===== config.mk =====
export PLATFORM = sky130hd
export DESIGN_NAME = target_box
export DESIGN_NICKNAME = d
export VERILOG_FILES = /design/src/rtl/target_box.sv
export SDC_FILE = /design/constraint.sdc
export NUM_CORES = 1
export LEC_CHECK = 0
export ABC_AREA = 0
export BUFFER_PORTS_ARGS = -buffer_cell sky130_fd_sc_hd__buf_2
export CAP_MARGIN = 30
export CELL_PAD_IN_SITES_DETAIL_PLACEMENT = 1
export CELL_PAD_IN_SITES_GLOBAL_PLACEMENT = 1
export CORE_MARGIN = 8
export CORE_UTILIZATION = 29
export CTS_CLUSTER_SIZE = 8
export DETAILED_ROUTE_END_ITERATION = 6
export GPL_TIMING_DRIVEN = 0
export PLACE_DENSITY_LB_ADDON = 0.3
export SETUP_SLACK_MARGIN = 0.15
export SLEW_MARGIN = 40
export SYNTH_ARGS = -nofsm -noshare
export SYNTH_HDL_FRONTEND = slang
export SYNTH_SLANG_ARGS = --single-unit

===== constraint.sdc =====
create_clock -name clk -period 3.68 [get_ports clk]
set_input_delay 0.184 -clock clk [delete_from_list [all_inputs] [get_ports clk]]
set_output_delay 0.184 -clock clk [all_outputs]
set_load 0.02 [all_outputs]

===== src/rtl/target_box.sv =====
// ============================================================================
// Module      : target_box
// Description : Colour-key target locator. Passes the video pack through one
//               register stage and publishes, at each frame boundary, the
//               bounding box of all active pixels inside an RGB key box.
//               Optional macro TARGET_BOX_HOLD_EN holds the last good box when
//               a frame has too few matched pixels.
// Revision    : 1.0 - initial release
// ============================================================================
`default_nettype none

module target_box #(
    parameter int H_ACT      = 1280,
    parameter int V_ACT      = 720,
    parameter int MIN_PIXELS = 64
) (
    input  logic        clk,
    input  logic        rstn,
    input  logic [49:0] i_pack,
    output logic [49:0] o_pack,
    input  logic [7:0]  r_lo,
    input  logic [7:0]  r_hi,
    input  logic [7:0]  g_lo,
    input  logic [7:0]  g_hi,
    input  logic [7:0]  b_lo,
    input  logic [7:0]  b_hi,
    output logic [10:0] start_x,
    output logic [9:0]  start_y,
    output logic [10:0] end_x,
    output logic [9:0]  end_y,
    output logic        box_valid,
    output logic [19:0] pix_count
);

    localparam logic [0:0]  c_ST_IDLE    = 1'b0;
    localparam logic [0:0]  c_ST_ACCUM   = 1'b1;
    localparam logic [11:0] c_H_ACT      = 12'(H_ACT);
    localparam logic [10:0] c_V_ACT      = 11'(V_ACT);
    localparam logic [20:0] c_MIN_PIXELS = 21'(MIN_PIXELS);
    localparam logic [10:0] c_MIN_X_INIT = 11'h7FF;
    localparam logic [9:0]  c_MIN_Y_INIT = 10'h3FF;
    localparam logic [19:0] c_CNT_MAX    = 20'hFFFFF;

    logic [0:0]  r_state;
    logic        r_vs_q;
    logic [7:0]  r_sh_r_lo, r_sh_r_hi;
    logic [7:0]  r_sh_g_lo, r_sh_g_hi;
    logic [7:0]  r_sh_b_lo, r_sh_b_hi;
    logic [10:0] r_min_x, r_max_x;
    logic [9:0]  r_min_y, r_max_y;
    logic [19:0] r_cnt;

    logic        w_vs;
    logic        w_de;
    logic [7:0]  w_r, w_g, w_b;
    logic [10:0] w_x;
    logic [9:0]  w_y;
    logic        w_vs_edge;
    logic        w_in_key;
    logic        w_in_active;
    logic        w_match;
    logic        w_enough;

    assign w_vs = i_pack[47];
    assign w_de = i_pack[46];
    assign w_r  = i_pack[45:38];
    assign w_g  = i_pack[37:30];
    assign w_b  = i_pack[29:22];
    assign w_x  = i_pack[21:11];
    assign w_y  = i_pack[9:0];

    assign w_vs_edge = w_vs & ~r_vs_q;

    // An inverted range (lo > hi) can never satisfy both compares
    assign w_in_key = (w_r >= r_sh_r_lo) && (w_r <= r_sh_r_hi) &&
                      (w_g >= r_sh_g_lo) && (w_g <= r_sh_g_hi) &&
                      (w_b >= r_sh_b_lo) && (w_b <= r_sh_b_hi);

    assign w_in_active = ({1'b0, w_x} < c_H_ACT) && ({1'b0, w_y} < c_V_ACT);
    assign w_match     = w_de && w_in_key && w_in_active;
    assign w_enough    = ({1'b0, r_cnt} >= c_MIN_PIXELS);

    always_ff @(posedge clk) begin
        if (!rstn) begin
            o_pack    <= '0;
            r_vs_q    <= 1'b0;
            r_state   <= c_ST_IDLE;
            r_sh_r_lo <= '0;
            r_sh_r_hi <= '0;
            r_sh_g_lo <= '0;
            r_sh_g_hi <= '0;
            r_sh_b_lo <= '0;
            r_sh_b_hi <= '0;
            r_min_x   <= c_MIN_X_INIT;
            r_max_x   <= '0;
            r_min_y   <= c_MIN_Y_INIT;
            r_max_y   <= '0;
            r_cnt     <= '0;
            start_x   <= '0;
            start_y   <= '0;
            end_x     <= '0;
            end_y     <= '0;
            box_valid <= 1'b0;
            pix_count <= '0;
        end else begin
            o_pack <= i_pack;
            r_vs_q <= w_vs;

            if (w_vs_edge) begin
                r_sh_r_lo <= r_lo;
                r_sh_r_hi <= r_hi;
                r_sh_g_lo <= g_lo;
                r_sh_g_hi <= g_hi;
                r_sh_b_lo <= b_lo;
                r_sh_b_hi <= b_hi;
            end

            case (r_state)
                c_ST_IDLE: begin
                    // The partial frame seen after reset is discarded
                    r_min_x <= c_MIN_X_INIT;
                    r_max_x <= '0;
                    r_min_y <= c_MIN_Y_INIT;
                    r_max_y <= '0;
                    r_cnt   <= '0;
                    if (w_vs_edge) begin
                        r_state <= c_ST_ACCUM;
                    end
                end

                c_ST_ACCUM: begin
                    if (w_vs_edge) begin
                        pix_count <= r_cnt;
                        if (w_enough) begin
                            start_x   <= r_min_x;
                            start_y   <= r_min_y;
                            end_x     <= r_max_x;
                            end_y     <= r_max_y;
                            box_valid <= 1'b1;
                        end
`ifndef TARGET_BOX_HOLD_EN
                        else begin
                            start_x   <= '0;
                            start_y   <= '0;
                            end_x     <= '0;
                            end_y     <= '0;
                            box_valid <= 1'b0;
                        end
`endif
                        r_min_x <= c_MIN_X_INIT;
                        r_max_x <= '0;
                        r_min_y <= c_MIN_Y_INIT;
                        r_max_y <= '0;
                        r_cnt   <= '0;
                    end else if (w_match) begin
                        if (w_x < r_min_x) r_min_x <= w_x;
                        if (w_x > r_max_x) r_max_x <= w_x;
                        if (w_y < r_min_y) r_min_y <= w_y;
                        if (w_y > r_max_y) r_max_y <= w_y;
                        if (r_cnt != c_CNT_MAX) r_cnt <= r_cnt + 20'd1;
                    end
                end

                default: begin
                    r_state <= c_ST_IDLE;
                end
            endcase
        end
    end

endmodule

`default_nettype wire


# After elaboration in Yosys (flattened, before gate mapping)

Cells that the tools add are included.

Bits in registers: 225
Input bits: 100
Output and inout bits: 113
Logic and storage cells: 85

Add/subtract/negate cells: 1
$lt $le $gt $ge: 13
Equality and inequality tests: 7
Muxes and demuxes: 27
Bitwise logic cells: 3
Reductions and logical operators: 14

Operators by type and width:

| operator                | count |
|---|---|
| $mux W11                | 8 |
| $mux W10                | 8 |
| $mux W20                | 3 |
| $pmux W11 S2            | 2 |
| $pmux W10 S2            | 2 |
| $pmux W20 S2            | 1 |
| $ge A8 B8 Y1            | 3 |
| $le A8 B8 Y1            | 3 |
| $add A20 B1 Y20 const B | 1 |
| $ge A20 B7 Y1 const B   | 1 |
| $ne A20 B20 Y1 const B  | 1 |
| $ne A3 B1 Y1 const B    | 6 |
| $reduce_and A2 Y1       | 6 |
| $gt A11 B11 Y1          | 1 |
| $lt A11 B11 Y1          | 1 |
| $lt A11 B11 Y1 const B  | 1 |
| $gt A10 B10 Y1          | 1 |
| $lt A10 B10 Y1          | 1 |
| $lt A10 B10 Y1 const B  | 1 |
| $logic_and A1 B1 Y1     | 8 |
| $mux W1                 | 3 |
| $not A1 Y1              | 2 |
| $and A1 B1 Y1           | 1 |

# Depth between registers and ports, before layout

Gate-level depths: netlist of the first run.

Word-level depth: 11
Depth in mapped cells: 12
Mapped depth without buffers: 9

# Worst setup path before layout of the first run

Ideal clock, no wire load.

Path type: reg2reg
Start point: reg r_sh_b_hi[1]
End point: reg r_cnt[16]
Setup time: 72 ps
Arrival: 2222 ps
Required time: 3608 ps
Path slack: 1386 ps
Stages on the path, launching flop included: 12
Buffers on the path: 2
Period minus slack after synthesis: 2294 ps
Cells stage by stage: dfxtp_1 -> inv_1 -> ha_1 -> nor2b_1 -> o211ai_1 -> a21oi_1 -> nor4_1 -> nand4_1 -> buf_2 -> buf_2 -> nor4b_1 -> mux2i_1

Longest elaborated chain between the ends: 6

RTL lines:

| what                               | RTL line | source |
|---|---|---|
| from (decl)                        | 48       | `logic [7:0] r_sh_b_lo, r_sh_b_hi;` |
| from (signal assigned)             | 115      | `r_sh_b_hi <= b_hi;` |
| $le A8 B8 Y1                       | 77       | `(w_b >= r_sh_b_lo) && (w_b <= r_sh_b_hi);` |
| $logic_and A1 B1 Y1                | 77       |  |
| $logic_and A1 B1 Y1 (2 in series)  | 80       | `assign w_match = w_de && w_in_key && w_in_active;` |
| $ne A3 B1 Y1 (no source line)      | n/a      |  |
| $reduce_and A2 Y1 (no source line) | n/a      |  |
| to (signal assigned)               | 160      | `if (r_cnt != c_CNT_MAX) r_cnt <= r_cnt + 20'd1;` |
| to (decl)                          | 51       | `logic [19:0] r_cnt;` |

No other way between the ends.
A chain may end at the register's enable or synchronous reset.

# Worst setup path in the final report of the first run

Start point: reg r_sh_g_lo[1]
End point: reg r_max_y[7]

Longest elaborated chain between the ends: 9

RTL lines:

| what                               | RTL line | source |
|---|---|---|
| from (decl)                        | 47       | `logic [7:0] r_sh_g_lo, r_sh_g_hi;` |
| from (signal assigned)             | 112      | `r_sh_g_lo <= g_lo;` |
| $ge A8 B8 Y1                       | 76       | `(w_g >= r_sh_g_lo) && (w_g <= r_sh_g_hi) &&` |
| $logic_and A1 B1 Y1                | 75       | `assign w_in_key = (w_r >= r_sh_r_lo) && (w_r <= r_sh_r_hi) &&` |
| $logic_and A1 B1 Y1 (2 in series)  | 76       |  |
| $logic_and A1 B1 Y1                | 77       |  |
| $logic_and A1 B1 Y1 (2 in series)  | 80       |  |
| $ne A3 B1 Y1 (no source line)      | n/a      |  |
| $reduce_and A2 Y1 (no source line) | n/a      |  |
| to (signal assigned)               | 159      | `if (w_y > r_max_y) r_max_y <= w_y;` |
| to (decl)                          | 50       | `logic [9:0] r_min_y, r_max_y;` |

No other way between the ends.

==> metrics.md, run 1 <==
| Metric | Value |
|---|---|
| Run status | `finished clean` |
| Final wirelength | `about 38000 um` |
| Max-slew headroom | `46.3%` |
| Crit. Startpoint | `r_sh_g_lo[1]` |
| Number of synthesized flops with an enable pin | `0` |
| Post-route cell area | `14000 sq um` |
| Layout Nets | `1754` |
| CTS max path bufs | `3` |
| CTS tree | `done` |
| Commonest non-fill, non-tap cells in the layout | `nand2_1, dfxtp_1, buf_2, a21boi_0, dlygate4sd3_1` |
| Placement Cell Area | `approximately 12000 sq um` |
| Tmin final | `around 3200 ps` |
| Yosys cell types | `52` |
| Worst hold path type | `in -> reg` |
| Max-cap viol count | `0` |
| CP startpoint kind | `register` |
| Initial Util | `29.3%` |
| Gr ovfl total | `0` |
| H-tree levels | `2` |
| Io pins | `between 200 and 250` |
| Cell area after synthesis | `slightly above 10000 sq um` |
| Worst-path maximum fanout | `10` |
| Share of cells above drive strength 1 | `16.9%` |
| Syn. warnings | `0` |
| Crit path capture type | `register` |
| Gate power share | `10.2%` |
| Core Region | `35500 sq um` |
| Die ar. | `42200 sq um` |
| DRC | `0` |
| Vias | `9835` |
| Syn avg cell area | `8.54 sq um` |
| Die Wd | `205 um` |
| CTS resizes | `0` |
| CP arrival | `3640 ps` |
| Routed length per instance | `around 19 um` |
| Total GRT Usage | `around 18%` |
| IO buf count | `212` |
| Number of global-route vias before repair | `10700` |
| Critical Path RT | `4120 ps` |
| Power density over the cells | `432 nW/um^2` |
| Reg-to-Reg Start | `r_sh_g_lo[1]` |
| Worst-Skew Late Latency | `520 ps` |
| Post-synthesis sequential area ratio | `43.1%` |
| Gpl congestion | `0.791` |
| Pwr Total | `0.00605 W` |
| Worst slew pin tran | `805 ps` |
| Clk_skew | `11.3 ps` |
| Sw Ratio | `24.7%` |
| Ys flop type | `dfxtp_1` |
| VDD IR max | `0.563 mV` |
| Setup slack after layout | `a little under 500 ps` |
| P&R area growth vs syn | `34.5%` |
| Iteration-0 DRC Markers | `298` |
| Final hold vios | `0` |
| Largest net degree at the start of global routing | `11` |
| Clock transition at path regs | `50 ps` |
| Drt first pass iters | `4` |
| TNS Setup | `0 ps` |
| Syn_nets | `~1400` |
| Final Max Slew Viols | `0` |
| Die height | `just over 200 um` |
| P_int | `0.00455 W` |
| Initial antenna violation count | `2` |
| Period utilization | `86.9%` |
| Postcts setup bufs | `0` |
| Row cnt | `69` |
| TritonCTS Buffers | `34` |
| Worst slack, placed | `about 480 ps` |
| F_max | `~0.31 GHz` |
| Final ANT Viol Nets | `0` |
| Most common cell after layout, fill and taps aside | `nand2_1` |
| Ys async rst share | `0%` |
| Clock sink count | `224` |
| Clock share of power | `approximately half` |
| P_sw | `0.00150 W` |
| Synthesized flop and latch total | `224` |
| Final setup viols | `0` |
| RSZ-0062 raised after global routing | `no` |
| Sequential power share | `41.6%` |
| Critical path class | `reg -> reg` |
| Drt via density | `4.83` |
| Hold_sp | `rstn` |
| Clock Tree Root | `clkbuf_16` |
| Cells after Synth | `about 1200` |
| Leak pwr | `5.83 nW` |
| Global-route wire length before repair | `between 60000 and 70000 um` |
| Hpwl dp | `approximately 28000 um` |
-- layer usage --
layer / routed length (um) / share of wire [%] / vias to the layer above / GRT usage [%]
li1: - / - / 4836 / -
met1: 17000 / 44 / 4710 / 22.7
met2: 18300 / 47 / 219 / 30.8
met3: 2120 / 5.5 / 70 / 4.17
met4: 1040 / 2.7 / 0 / 5.87
met5: 0 / 0 / - / 0
-- sequential cells by signal, summed over array words and instances, names as in the netlist, 11 cells and up --
name,flops
r_max_x,11
r_min_x,11
end_x,11
r_cnt,20
o_pack,50
pix_count,20
start_x,11
-- cell type report --
cell class              count  area (sq um)
plain buffers              75           298
well taps                 461           577
fillers                  4199         21500
diodes                      2          5.00
flip-flops and latches    224          4480
repair buffers            310          2040
multi-input cells         831          5290
clock buffers              44           962
inverters                  88           330
-- critical path: stages (launching register included) --
cell and delay (ps):
dfxtp_1 340, inv_1 60, ha_1 280, o21ai_0 100, o21ai_0 190, a21oi_1 130, nor4_1 500, and4_1 370
buf_2 310, buf_1 530, nand3_1 170, a21oi_1 160
-- through the flow --
step	hold WS, ps	instances	util, %
2_1_floorplan	306	1218	-
3_3_place_gp	395	1891	33.9
3_5_place_dp	399	1891	33.9
4_1_cts	121	2033	39.4
5_1_grt	159	2035	39.4
6_report	155	2035	39.4
-- power groups by stage --
stage	clock (W)	sequential (W)	combinational, W
finish	0.00291	0.00252	0.000618
detailed placement	0	0.00256	0.000532
CTS	0.00301	0.00251	0.000619
floorplan	0	0.00260	0.000259
global placement	0	0.00256	0.000516
global route	0.00311	0.00252	0.000691
-- cells by family after synthesis --
logic type | after synthesis | share of synthesized area (%)
AOI/OAI and AO/OA | 253 | 16.4
adders and majority gates | 90 | 10.8
buffers and inverters | 163 | 6.03
DFF | 224 | 43.1
muxes | 20 | 1.93
and+or+nand+nor | 468 | 21.7
-- synth_stat cells (3+ instances only) --
master	instances	area (sq um)
nor3b_1	3	22.5
a211oi_1	3	22.5
o31a_1	5	43.8
dfxtp_1	224	4480
nand4_1	18	113
nand2_1	229	860
o211ai_1	5	37.5
buf_1	4	15.0
inv_1	88	330
o21ai_0	40	200
o21a_1	8	60.1
mux2i_1	20	200
a21boi_0	110	826
a21o_1	9	67.6
nor4_1	21	131
nand2b_1	15	93.8
nor2_1	13	48.8
nand3_1	87	435
a31oi_1	12	75.1
nor3_1	5	25.0
buf_2	6	30.0
or4_1	6	45.0
and2_1	52	325
a21oi_1	41	205
nor2b_1	6	37.5
ha_1	90	1130
and3_1	4	25.0
clkbuf_1	63	236
o31ai_1	3	22.5
-- worst paths after layout --
kind	end	slack [ps]	depth (start not counted)
max	r_max_y[7]	480	11
min reg2reg	start_x[7]	460	2
min	r_cnt[8]	160	4
max reg2reg	r_max_y[7]	480	11
-- timing repair --
action,in CTS,in global routing
hold endpoints to repair,124,0
setup endpoints to repair,0,0
hold buffers,98,0
Power figures use the tool's default switching activity.
==> run 2: changes to the inputs <==
==> constraint.sdc (replaced) <==
create_clock -name clk -period 3.68 [get_ports clk]
set_input_delay 0.368 -clock clk [delete_from_list [all_inputs] [get_ports clk]]
set_output_delay 0.368 -clock clk [all_outputs]
set_load 0.02 [all_outputs]
==> metrics.md, run 2 (synthesis gave the netlist of run 1 again) <==
| Metric | Value |
|---|---|
| Worst-path maximum fanout | `10 (unchanged)` |
| Drt first pass iters | `5 (+1)` |
| Commonest non-fill, non-tap cells in the layout | `nand2_1, dfxtp_1, buf_2, a21boi_0, ha_1` |
| Postcts setup bufs | `0 (unchanged)` |
| Initial Util | `29.3% (unchanged)` |
| Final hold vios | `0 (unchanged)` |
| Met3 wire len | `2000 um (-5.8%)` |
| Die Wd | `205 um (unchanged)` |
| Hold_sp | `i_pack[49]` |
| Layout Nets | `1656 (-5.6%)` |
| Core Region | `35500 sq um (unchanged)` |
| Period utilization | `88.3% (+1.3 points)` |
| F_max | `0.308 GHz (-1.5%)` |
| Clk_skew | `10.1 ps (-1.18 ps)` |
| Drt via density | `4.87 (+0.70%)` |
| IO buf count | `212 (unchanged)` |
| P&R area growth vs syn | `25.1%` |
| Crit. Startpoint | `r_sh_g_lo[1]` |
| Initial antenna violation count | `2 (unchanged)` |
| Iteration-0 DRC Markers | `263 (-12%)` |
| Number of fill cells | `4277 (+1.9%)` |
| Die height | `205 um (unchanged)` |
| Share of cells above drive strength 1 | `18.0% (+1.1 points)` |
| Metal2 WL | `16700 um (-8.8%)` |
| Largest net degree at the start of global routing | `11 (unchanged)` |
| TritonCTS Buffers | `34 (unchanged)` |
| Vias | `9432 (-4.1%)` |
| Crit path capture type | `register` |
| Top flop regs | `o_pack: 50 flops, pix_count: 20 flops, r_cnt: 20 flops` |
| Gpl congestion | `0.791 (unchanged)` |
| Met1 wire length | `16400 um (-3.5%)` |
| Max FFs per register | `50 (unchanged)` |
| Top routing layer used | `met4` |
| DRC | `0 (unchanged)` |
| Reg with most FFs | `o_pack` |
| Final wirelength | `36000 um (-6.4%)` |
| Max-cap viol count | `0 (unchanged)` |
| Power density over the cells | `457 nW/um^2 (+5.6%)` |
| Row cnt | `69 (unchanged)` |
| Hold Path Depth | `2 (-2)` |
| Critical path class | `reg -> reg` |
| H-tree levels | `2 (unchanged)` |
| CTS Hold Bufs | `0 (-100%)` |
| Hpwl dp | `27600 um (unchanged)` |
| Io pins | `213 (unchanged)` |
| Final ANT Viol Nets | `0 (unchanged)` |
| Run status | `finished clean` |
| Worst slew pin tran | `805 ps (-0.412 ps)` |
| Total GRT Usage | `17.1% (-1.2 points)` |
| CTS resizes | `0 (unchanged)` |
| CTS tree | `done` |
| Gr ovfl total | `0 (unchanged)` |
| Clock Tree Root | `clkbuf_16` |
| Clock sink count | `224 (unchanged)` |
| TNS Setup | `0 ps (unchanged)` |
| RSZ-0062 raised after global routing | `no` |
| Most common cell after layout, fill and taps aside | `nand2_1` |
| Tmin final | `3250 ps (+49.2 ps)` |
| Final Max Slew Viols | `0 (unchanged)` |
| Worst hold path type | `in -> reg` |
| Pwr Total | `0.00594 W (-1.8%)` |
| Max-slew headroom | `46.3% (about the same)` |
| Global-route wire length before repair | `56400 um (-6.6%)` |
| Die ar. | `42200 sq um (unchanged)` |
| Routed length per instance | `18.6 um (-1.7%)` |
| Worst-Skew Late Latency | `520 ps (about the same)` |
| Critical Path RT | `4120 ps (about the same)` |
| R2r worst-path depth | `11 (unchanged)` |
| Clock transition at path regs | `50 ps (about the same)` |
| CTS max path bufs | `3 (unchanged)` |
| CP arrival | `3690 ps (+50 ps)` |
| VDD IR max | `0.553 mV (-1.7%)` |
| Number of global-route vias before repair | `10000 (-6.4%)` |
| Leak pwr | `5.42 nW (-7.0%)` |
| Reg-to-Reg Start | `r_sh_g_lo[1]` |
| CP startpoint kind | `register` |
| Final setup viols | `0 (unchanged)` |
==> run 2: changes by cell type in the layout (fill, tap and decap cells not counted) <==
cell / change
dlygate4sd3_1: -98
diode_2: +1
==> run 2: worst max-delay path, cell delays in order (launching register included) <==
cell and delay (ps):
dfxtp_1 330, inv_1 60, ha_1 280, o21ai_0 100
o21ai_0 200, a21oi_1 130, nor4_1 500, and4_1 380
buf_2 310, buf_1 570, nand3_1 170, a21oi_1 160
==> run 2: layer usage <==
metal | up-vias | global-route usage (%)
li1 | 4645 | -
met5 | - | 0
met3 | 61 | 4.05
met2 | 216 | 28.1
met1 | 4510 | 21.9
met4 | 0 | 5.18
==> run 2: worst paths after layout <==
kind	end	slack, ps
hold / removal	o_pack[49]	60
setup / recovery	r_max_y[7]	430
setup reg to reg	r_max_y[7]	430
hold reg to reg	start_x[1]	460
==> run 2: stage by stage <==
| stage | area [sq um] | instances | setup slack, ps | hold slack [ps] | utilization, % |
|---|---|---|---|---|---|
| 2_1_floorplan | 10400 | 1218 | 1350 | 443 | - |
| 3_3_place_gp | 12000 | 1891 | 346 | 449 | 33.9 |
| 3_5_place_dp | 12000 | 1891 | 340 | 453 | 33.9 |
| 4_1_cts | 13000 | 1935 | 441 | 26.6 | 36.6 |
| 5_1_grt | 13000 | 1937 | 184 | 44.2 | 36.6 |
| 6_report | 13000 | 1938 | 432 | 60.1 | 36.7 |
==> run 2: final cells by class <==
type / count / area (sq um) / share of cell area (%)
Multi-Input combinational cell: 831 / 5290 / 40.6
Sequential cell: 224 / 4480 / 34.5
Timing Repair Buffer: 212 / 1060 / 8.16
Clock buffer: 44 / 962 / 7.40
Tap cell: 461 / 577 / 4.44
Inverter: 88 / 330 / 2.54
Buffer: 75 / 298 / 2.29
Antenna cell: 3 / 7.51 / 0.0577
==> run 2: power by group <==
part           switching (W)  total, W  internal [W]
Sequential         0.0000235   0.00251       0.00249
Clock                0.00111   0.00290       0.00180
Combinational       0.000329  0.000525      0.000196
Total                0.00146   0.00594       0.00448
